<file path="src/rtl/harris_stream_controller.sv">
// Frame sequencer for a Harris pipeline with a single input stream and a single output stream.
// Each frame runs CONFIG -> FLUSH -> RUN. The block counts pixels in each direction,
// detects the end of the frame, and latches the first protocol fault it sees.
module harris_stream_controller #(
    parameter int IMG_PIXELS    = 4096,
    parameter int OUT_PIXELS    = 3364,
    parameter int CONFIG_CYCLES = 410,
    parameter int TIMEOUT       = 4096,
    parameter int CNT_W         = 16
) (
    input  logic             clk,
    input  logic             rst_n,
    input  logic             start,
    output logic             busy,
    output logic             done,
    output logic             error,
    output logic [1:0]       err_code,
    output logic             flush,
    input  logic             src_valid,
    input  logic [15:0]      src_data,
    output logic             src_ready,
    input  logic             dut_read_en,
    output logic [15:0]      dut_read_data,
    input  logic             dut_write_valid,
    input  logic [15:0]      dut_write_data,
    output logic             out_valid,
    output logic [15:0]      out_data,
    output logic             out_last,
    output logic [CNT_W-1:0] in_count,
    output logic [CNT_W-1:0] out_count
);

    typedef enum logic [2:0] {
        S_IDLE,
        S_CONFIG,
        S_FLUSH,
        S_RUN,
        S_DONE,
        S_ERROR
    } state_t;

    localparam logic [CNT_W-1:0] CNT_MAX      = '1;
    localparam logic [CNT_W-1:0] IMG_LIM      = CNT_W'(IMG_PIXELS);
    localparam logic [CNT_W-1:0] OUT_LAST_IDX = CNT_W'(OUT_PIXELS - 1);
    localparam logic [CNT_W-1:0] CFG_LAST     = CNT_W'(CONFIG_CYCLES - 1);
    localparam logic [CNT_W-1:0] TO_LAST      = CNT_W'(TIMEOUT - 1);

    state_t           state_q, state_d;
    logic [CNT_W-1:0] cfg_cnt_q, cfg_cnt_d;
    logic [CNT_W-1:0] idle_cnt_q, idle_cnt_d;
    logic [CNT_W-1:0] in_count_q, in_count_d;
    logic [CNT_W-1:0] out_count_q, out_count_d;
    logic [1:0]       err_code_q, err_code_d;
    logic             out_valid_q, out_valid_d;
    logic             out_last_q, out_last_d;
    logic [15:0]      out_data_q, out_data_d;

    logic run;
    logic rd_run;
    logic wr_run;

    // Strobes are qualified by RUN so that activity in other states is ignored.
    assign run    = (state_q == S_RUN);
    assign rd_run = dut_read_en & run;
    assign wr_run = dut_write_valid & run;

    // The read path is combinational, so the pipeline sees the pixel in the same cycle.
    assign src_ready     = rd_run;
    assign dut_read_data = run ? src_data : '0;

    assign busy      = (state_q == S_CONFIG) || (state_q == S_FLUSH) || run;
    assign done      = (state_q == S_DONE);
    assign error     = (state_q == S_ERROR);
    assign flush     = (state_q == S_FLUSH);
    assign err_code  = err_code_q;
    assign out_valid = out_valid_q;
    assign out_data  = out_data_q;
    assign out_last  = out_last_q;
    assign in_count  = in_count_q;
    assign out_count = out_count_q;

    // Next-state logic: frame sequencing, saturating counters, fault priority.
    always_comb begin
        state_d     = state_q;
        cfg_cnt_d   = cfg_cnt_q;
        idle_cnt_d  = idle_cnt_q;
        in_count_d  = in_count_q;
        out_count_d = out_count_q;
        err_code_d  = err_code_q;
        out_valid_d = 1'b0;
        out_last_d  = 1'b0;
        out_data_d  = out_data_q;

        case (state_q)
            S_IDLE, S_DONE, S_ERROR: begin
                if (start) begin
                    state_d     = (CONFIG_CYCLES == 0) ? S_FLUSH : S_CONFIG;
                    cfg_cnt_d   = '0;
                    idle_cnt_d  = '0;
                    in_count_d  = '0;
                    out_count_d = '0;
                    err_code_d  = 2'b00;
                end
            end
            S_CONFIG: begin
                if (cfg_cnt_q >= CFG_LAST) begin
                    state_d = S_FLUSH;
                end else begin
                    cfg_cnt_d = cfg_cnt_q + 1'b1;
                end
            end
            S_FLUSH: begin
                state_d = S_RUN;
            end
            S_RUN: begin
                if (rd_run && (in_count_q != CNT_MAX)) begin
                    in_count_d = in_count_q + 1'b1;
                end
                if (wr_run) begin
                    if (out_count_q != CNT_MAX) begin
                        out_count_d = out_count_q + 1'b1;
                    end
                    out_valid_d = 1'b1;
                    out_data_d  = dut_write_data;
                    out_last_d  = (out_count_q == OUT_LAST_IDX);
                end
                if (rd_run || wr_run) begin
                    idle_cnt_d = '0;
                end else if (idle_cnt_q != CNT_MAX) begin
                    idle_cnt_d = idle_cnt_q + 1'b1;
                end
                // A fault outranks completion even when it lands on the final write.
                if (rd_run && !src_valid) begin
                    state_d    = S_ERROR;
                    err_code_d = 2'b01;
                end else if (rd_run && (in_count_q == IMG_LIM)) begin
                    state_d    = S_ERROR;
                    err_code_d = 2'b10;
                end else if (!rd_run && !wr_run && (idle_cnt_q >= TO_LAST)) begin
                    state_d    = S_ERROR;
                    err_code_d = 2'b11;
                end else if (wr_run && (out_count_q == OUT_LAST_IDX)) begin
                    state_d = S_DONE;
                end
            end
            default: begin
                state_d = S_IDLE;
            end
        endcase
    end

    // State and datapath registers, with synchronous active-low reset.
    always_ff @(posedge clk) begin
        if (!rst_n) begin
            state_q     <= S_IDLE;
            cfg_cnt_q   <= '0;
            idle_cnt_q  <= '0;
            in_count_q  <= '0;
            out_count_q <= '0;
            err_code_q  <= 2'b00;
            out_valid_q <= 1'b0;
            out_last_q  <= 1'b0;
            out_data_q  <= '0;
        end else begin
            state_q     <= state_d;
            cfg_cnt_q   <= cfg_cnt_d;
            idle_cnt_q  <= idle_cnt_d;
            in_count_q  <= in_count_d;
            out_count_q <= out_count_d;
            err_code_q  <= err_code_d;
            out_valid_q <= out_valid_d;
            out_last_q  <= out_last_d;
            out_data_q  <= out_data_d;
        end
    end

endmodule

</file>
<file path="config.mk">
export PLATFORM = sky130hd
export DESIGN_NAME = harris_stream_controller
export DESIGN_NICKNAME = d
export VERILOG_FILES = /design/src/rtl/harris_stream_controller.sv
export SDC_FILE = /design/constraint.sdc
export NUM_CORES = 1
export LEC_CHECK = 0
export CORE_UTILIZATION = 25
export CTS_BUF_LIST = sky130_fd_sc_hd__clkbuf_4
export CTS_CLUSTER_SIZE = 25
export DETAILED_ROUTE_END_ITERATION = 10
export HOLD_SLACK_MARGIN = 0.15
export MAX_ROUTING_LAYER = met4
export PLACE_DENSITY = 0.45
export SYNTH_ARGS = -nofsm -noshare
export SYNTH_HDL_FRONTEND = slang
export SYNTH_SLANG_ARGS = --single-unit
</file>
<file path="constraint.sdc">
create_clock -name clk -period 2.8 [get_ports clk]
set_input_delay 0.56 -clock clk [delete_from_list [all_inputs] [get_ports clk]]
set_output_delay 0.56 -clock clk [all_outputs]
set_load 0.05 [all_outputs]
</file>
==> run summary, run 1 <==
Sequential Power Share: 43.5%
WS Path Type: reg2out
Data arrival, critical path: 2.15 ns
clock skew: 0.0142 ns
Seq cells post-synth: 87
Crit. End Element: output port
top_reg_cell synth: dfxtp_1
CP Cell Sequence: nor3b_1 -> clkdlybuf4s50_1
CTS root buffer: clkbuf_4
clock-pin slew on the worst setup and hold paths: 0.13 ns
highest routed layer: met4
Leak: 0.00202 uW
Largest stage delay, worst path: 0.85 ns
final WL: 12700 um
slew of the pin with the lowest slew margin: 0.661 ns
Initial Utilization: 25.8%
die height: 133 um
number of distinct library cells after synthesis: 57
H-tree Lvls: 3
placed cell area: 5840 sq um
CP Max Fanout: 10
area delta synth->final: 39.5%
RSZ-0062 raised after global routing: no
Die ar.: 17700 sq um
row cnt: 47
post-route setup TNS: 0 ns
fillers: 1719
syn_nets: 569
Post-synth EDFFs: 0
Synthesis Warnings: 0
share of layout cells above drive strength 1: 9.50%
final net count: 682
Port Buf Inserts: 110
CP delay by family, top: buffers and inverters
DP HPWL: 9250 um
sw frac: 36.5%
Final Hold Vio Count: 0
Routed WL per cell: 14.7 um
DRC: 0
cts hold-fix bufs: 0
routed vias: 4152
initial antenna violation count: 1
worst reg-to-reg setup slack: 0.60 ns
MaxCap Viol Count: 0
critical path required time: 2.24 ns
GR Overflow Total: 0
VDD IR max: 0.274 mV
P_int: 1940 uW
Clock Path Buffers: 2
Post-Syn Area: 4290 sq um
Max-slew headroom: 55.8%
outcome: finished, final reports clean
period utilization: 96.8%
Setup crit start kind: flip-flop
Setup Buffers After CTS: 0
vias per std cell: 4.81
crit path max-delay cell type: clkdlybuf4s50_1
post_cts resized: 1
Routed Antenna Nets: 0
Num CTS Buffers: 9
global placer's final weighted congestion: 0.834
Max Freq: 0.369 GHz
vias in the first global route: 3907
Pwr per Cell Area: 512 nW/um^2
largest net degree at the start of global routing: 25
CTS sink cnt: 87
min Tclk post-route: 2.71 ns
DR pass1 iterations: 5
Hold WC Path Type: reg2reg
overall routing resource usage: 15.2%
switching pwr: 1120 uW
Detail Route met2 WL: 5820 um
DRT met1 WL: 6080 um
Combinational Power Share: 32.4%
# setup viols final: 0
sequential fraction of the synthesis area: 40.6%
core area: 16600 sq um
Ports: 111
Mapped Cells: 524
post-route cell area: 5980 sq um
CTS tree: built
buffers plus inverters on the worst setup path: 1
asr flop ratio synth: 0%
WL met3: 480 um
Die X: 133 um
Clk pwr share: 24.2%
Max Slew Vio Count: 0
first-pass GRT wire length: 20700 um
Iteration-0 DRC Markers: 284
synthesized area per cell: 8.18 sq um
Worst-Skew Late Latency: 0.47 ns
-- cell usage after synthesis, types with 3 or more instances --
master / count / area, sq um
nand4_1: 17 / 106
xnor2_1: 24 / 210
a21o_1: 3 / 22.5
o21ai_0: 15 / 75.1
and2_1: 19 / 119
nand2b_1: 5 / 31.3
nor3_1: 15 / 75.1
nand3_1: 19 / 95.1
clkbuf_1: 17 / 63.8
or4_1: 3 / 22.5
a21oi_1: 39 / 195
nor2_1: 63 / 236
a31oi_1: 10 / 62.6
inv_1: 16 / 60.1
buf_2: 3 / 15.0
nor4_1: 11 / 68.8
a2111oi_0: 4 / 35.0
a211oi_1: 4 / 30.0
mux2i_1: 4 / 40.0
and3_1: 13 / 81.3
and4_1: 8 / 70.1
o221a_2: 3 / 33.8
nand2_1: 65 / 244
ha_1: 7 / 87.6
xor2_1: 11 / 96.3
dfxtp_1: 87 / 1740
-- flip-flops by register name, indices dropped and copies added (netlist names) --
name	flops
idle_cnt_q	16
out_valid	1
out_data	16
in_count	16
state_q	3
out_last	1
cfg_cnt_q	16
err_code	2
out_count	16
-- worst register-to-register path, stage by stage (launching register included) --
cell and delay [ns]:
dfxtp_1 0.60, and3b_2 0.36, buf_4 0.23, nor2_1 0.54, nor2_1 0.11, o221a_2 0.28
-- cell usage in the layout (no fill, tap or decap), types with 10 or more instances in the layout --
master and n:
a21oi_1 39, a31oi_1 10, and2_1 19, and3_1 13, buf_12 17, buf_4 16, clkbuf_4 12, clkdlybuf4s50_1 92
dfxtp_1 87, inv_1 16, nand2_1 65, nand3_1 19, nand4_1 17, nor2_1 63, nor3_1 15, nor4_1 11
o21ai_0 15, xnor2_1 24, xor2_1 11
-- stage by stage --
step | power, uW | util, % | hold slack (ns) | std cells | setup WS (ns)
after floorplan | 1970 | - | 0.426 | 524 | 0.507
after global placement | 2350 | 35.1 | 0.439 | 846 | 0.347
after detailed placement | 2350 | 35.1 | 0.443 | 846 | 0.313
after CTS | 3100 | 35.9 | 0.462 | 862 | 0.0482
after global routing | 3230 | 35.9 | 0.478 | 863 | 0.0269
final | 3060 | 35.9 | 0.458 | 863 | 0.0891
-- layer usage --
layer,track usage (%),vias to the layer above
li1,-,2083
met4,6.64,0
met3,2.22,20
met5,-,-
met2,23.1,114
met1,19.8,1935
-- path summary, 6_finish.rpt --
kind                                            startpoint                          end  depth (start not counted)
worst max-delay path               state_q[2]$_SDFFE_PN0P_                         done                          2
worst min-delay path            cfg_cnt_q[15]$_SDFFE_PN0P_   cfg_cnt_q[15]$_SDFFE_PN0P_                          2
worst max register to register     state_q[2]$_SDFFE_PN0P_  idle_cnt_q[12]$_SDFFE_PN0P_                          5
worst min register to register  cfg_cnt_q[15]$_SDFFE_PN0P_   cfg_cnt_q[15]$_SDFFE_PN0P_                          2
-- final cells by class --
cell class / instances / area, sq um / share of cell area (%)
multi-input cells: 397 / 2370 / 39.7
clock inverters: 4 / 46.3 / 0.774
flip-flops and latches: 87 / 1740 / 29.1
diodes: 1 / 2.50 / 0.0418
inverters: 16 / 60.1 / 1.00
clock buffers: 12 / 90.1 / 1.51
repair buffers: 126 / 1390 / 23.2
well taps: 220 / 275 / 4.60
-- logic make-up (layout without fill, tap and decap cells) --
group | after synthesis | in the layout | share of synthesized area, %
DFF | 87 | 87 | 40.6
buffers and inverters | 40 | 158 | 4.03
muxes | 4 | 4 | 0.934
other | 0 | 1 | 0
AOI/OAI and AO/OA | 101 | 101 | 15.9
and+or+nand+nor | 250 | 250 | 29.3
xor gates and xnor gates | 35 | 35 | 7.15
adders and majority gates | 7 | 7 | 2.04
-- power by group through the flow --
stage / registers (uW) / clock network, uW / logic [uW]
floorplan: 1370 / 0 / 596
global placement: 1360 / 0 / 996
detailed placement: 1360 / 0 / 999
CTS: 1330 / 775 / 998
global route: 1340 / 827 / 1060
finish: 1330 / 740 / 991
No activity file was read; power rests on OpenSTA's default activity.
==> run 2: changes to the inputs <==
--- a/config.mk
+++ b/config.mk
@@ -6,12 +6,13 @@
 export NUM_CORES = 1
 export LEC_CHECK = 0
 export CORE_UTILIZATION = 25
-export CTS_BUF_LIST = sky130_fd_sc_hd__clkbuf_4
+export CTS_BUF_LIST = sky130_fd_sc_hd__clkbuf_4 sky130_fd_sc_hd__clkbuf_8 sky130_fd_sc_hd__clkbuf_16
 export CTS_CLUSTER_SIZE = 25
 export DETAILED_ROUTE_END_ITERATION = 10
 export HOLD_SLACK_MARGIN = 0.15
 export MAX_ROUTING_LAYER = met4
 export PLACE_DENSITY = 0.45
+export REMOVE_ABC_BUFFERS = 1
 export SYNTH_ARGS = -nofsm -noshare
 export SYNTH_HDL_FRONTEND = slang
 export SYNTH_SLANG_ARGS = --single-unit
==> run 2 against run 1 <==
Net effect:
- count of clock-buffer cells in the layout unchanged
- final cell count is 0.23% lower
- core utilization is 0.98 points higher
- largest power group unchanged
==> run summary, run 2 (synthesized netlist as in run 1, its figures left out) <==
share of layout cells above drive strength 1: 9.52%
global placer's final weighted congestion: 0.793
Leak: 0.00210 uW
Final Hold Vio Count: 0
Worst Hold Launch: out_data[14]$_SDFFE_PN0P_
CTS sink cnt: 87
WS Path Type: reg2out
CP delay by family, top: buffers and inverters
Critical R2R Launch: out_count[3]$_SDFFE_PN0P_
outcome: finished, final reports clean
initial antenna violation count: 0
Max Freq: 0.376 GHz
critical path required time: 2.24 ns
Crit. Startpoint: state_q[2]$_SDFFE_PN0P_
register area: 1740 sq um
CTS root buffer: clkbuf_16
final WL: 12800 um
MaxCap Viol Count: 0
Initial Utilization: 25.8%
Clock Path Buffers: 2
Ports: 111
Hold WC Path Type: reg2reg
vias in the first global route: 4056
CP Max Fanout: 10
period utilization: 95.1%
placed cell area: 5840 sq um
Routed WL per cell: 14.9 um
routed vias: 4142
first-pass GRT wire length: 21000 um
RSZ-0062 raised after global routing: no
Pwr per Cell Area: 581 nW/um^2
crit path max-delay cell type: clkdlybuf4s50_1
buffers plus inverters on the worst setup path: 1
Max Slew Vio Count: 0
Max-slew headroom: 59.5%
PnR Total Power: 3570 uW
# setup viols final: 0
area delta synth->final: 43.3%
row cnt: 47
CP Cell Sequence: nor3b_1 -> clkdlybuf4s50_1
Data arrival, critical path: 2.10 ns
Setup Buffers After CTS: 0
area of the multi-input gates: 2370 sq um
largest net degree at the start of global routing: 39
clock skew: 0.00559 ns
clock-pin slew on the worst setup and hold paths: 0.06 ns
vias per std cell: 4.81
min Tclk post-route: 2.66 ns
Die ar.: 17700 sq um
die height: 133 um
Crit. End Element: output port
Worst-Skew Late Latency: 0.34 ns
overall routing resource usage: 15.4%
DRC: 0
post_cts resized: 0
final net count: 681
core area: 16600 sq um
Hold Slack: 0.455 ns
ant diodes: 0
leading cell type in the layout, fill and taps excluded: clkdlybuf4s50_1
post-route setup TNS: 0 ns
Setup crit start kind: flip-flop
commonest non-fill, non-tap cells in the layout: clkdlybuf4s50_1 (92), dfxtp_1 (87), nand2_1 (65)
DP Worst Slack: 0.306 ns
post-route cell area: 6140 sq um
worst setup margin: 0.138 ns
Routed Antenna Nets: 0
Num CTS Buffers: 9
Iteration-0 DRC Markers: 134
DR pass1 iterations: 4
Die X: 133 um
cts hold-fix bufs: 0
Largest stage delay, worst path: 0.86 ns
H-tree Lvls: 3
DP HPWL: 9340 um
CTS tree: built
GR Overflow Total: 0
VDD IR max: 0.335 mV
slew of the pin with the lowest slew margin: 0.608 ns
Port Buf Inserts: 110
fillers: 1698
[run 2: cell count changes in the layout (fill, tap and decap cells not counted), sizes merged]
cell / delta
dlygate4sd2: -1
clkinvlp: -1
diode: -1
clkinv: +1
[run 2: per-layer routing]
layer  share of wire [%]  global-route usage [%]
met1                  48                    19.2
met2                  48                    24.7
met4                 1.5                    6.32
met5                   0                       -
met3                 3.0                    2.30
[run 2: path summary, 6_finish.rpt]
kind	end	slack, ns	cells after the start
hold reg to reg	out_data[14]$_SDFFE_PN0P_	0.46	2
hold / removal	out_data[14]$_SDFFE_PN0P_	0.46	2
setup / recovery	done	0.14	2
setup reg to reg	out_count[5]$_SDFFE_PN0P_	0.54	7
[run 2: area by class of cell]
| class | count | area share, % |
|---|---|---|
| clock inverters | 4 | 0.733 |
| repair buffers | 125 | 22.7 |
| well taps | 220 | 4.48 |
| multi-input cells | 397 | 38.6 |
| inverters | 16 | 0.978 |
| clock buffers | 12 | 4.14 |
| flip-flops and latches | 87 | 28.4 |
[run 2: worst register-to-register path, stage by stage, from the launching register on]
cell and delay (ns):
dfxtp_1 0.49, and4_1 0.28, nand4_1 0.33, o311ai_4 0.47, buf_4 0.24, a211oi_1 0.11
xnor2_1 0.18, nor2_1 0.05
[run 2: metrics by stage]
stage          std cells  utilization [%]
4_1_cts              861             36.9
3_5_place_dp         845             35.1
2_1_floorplan        500                -
5_1_grt              861             36.9
3_3_place_gp         845             35.1
6_report             861             36.9
[run 2: report_power, final]
group	internal [uW]	total, uW	leakage (uW)	switching [uW]
Combinational	391	1020	0.00125	629
Sequential	1270	1330	0.000701	58.1
Clock	731	1220	0.000153	488
Total	2400	3570	0.00210	1180
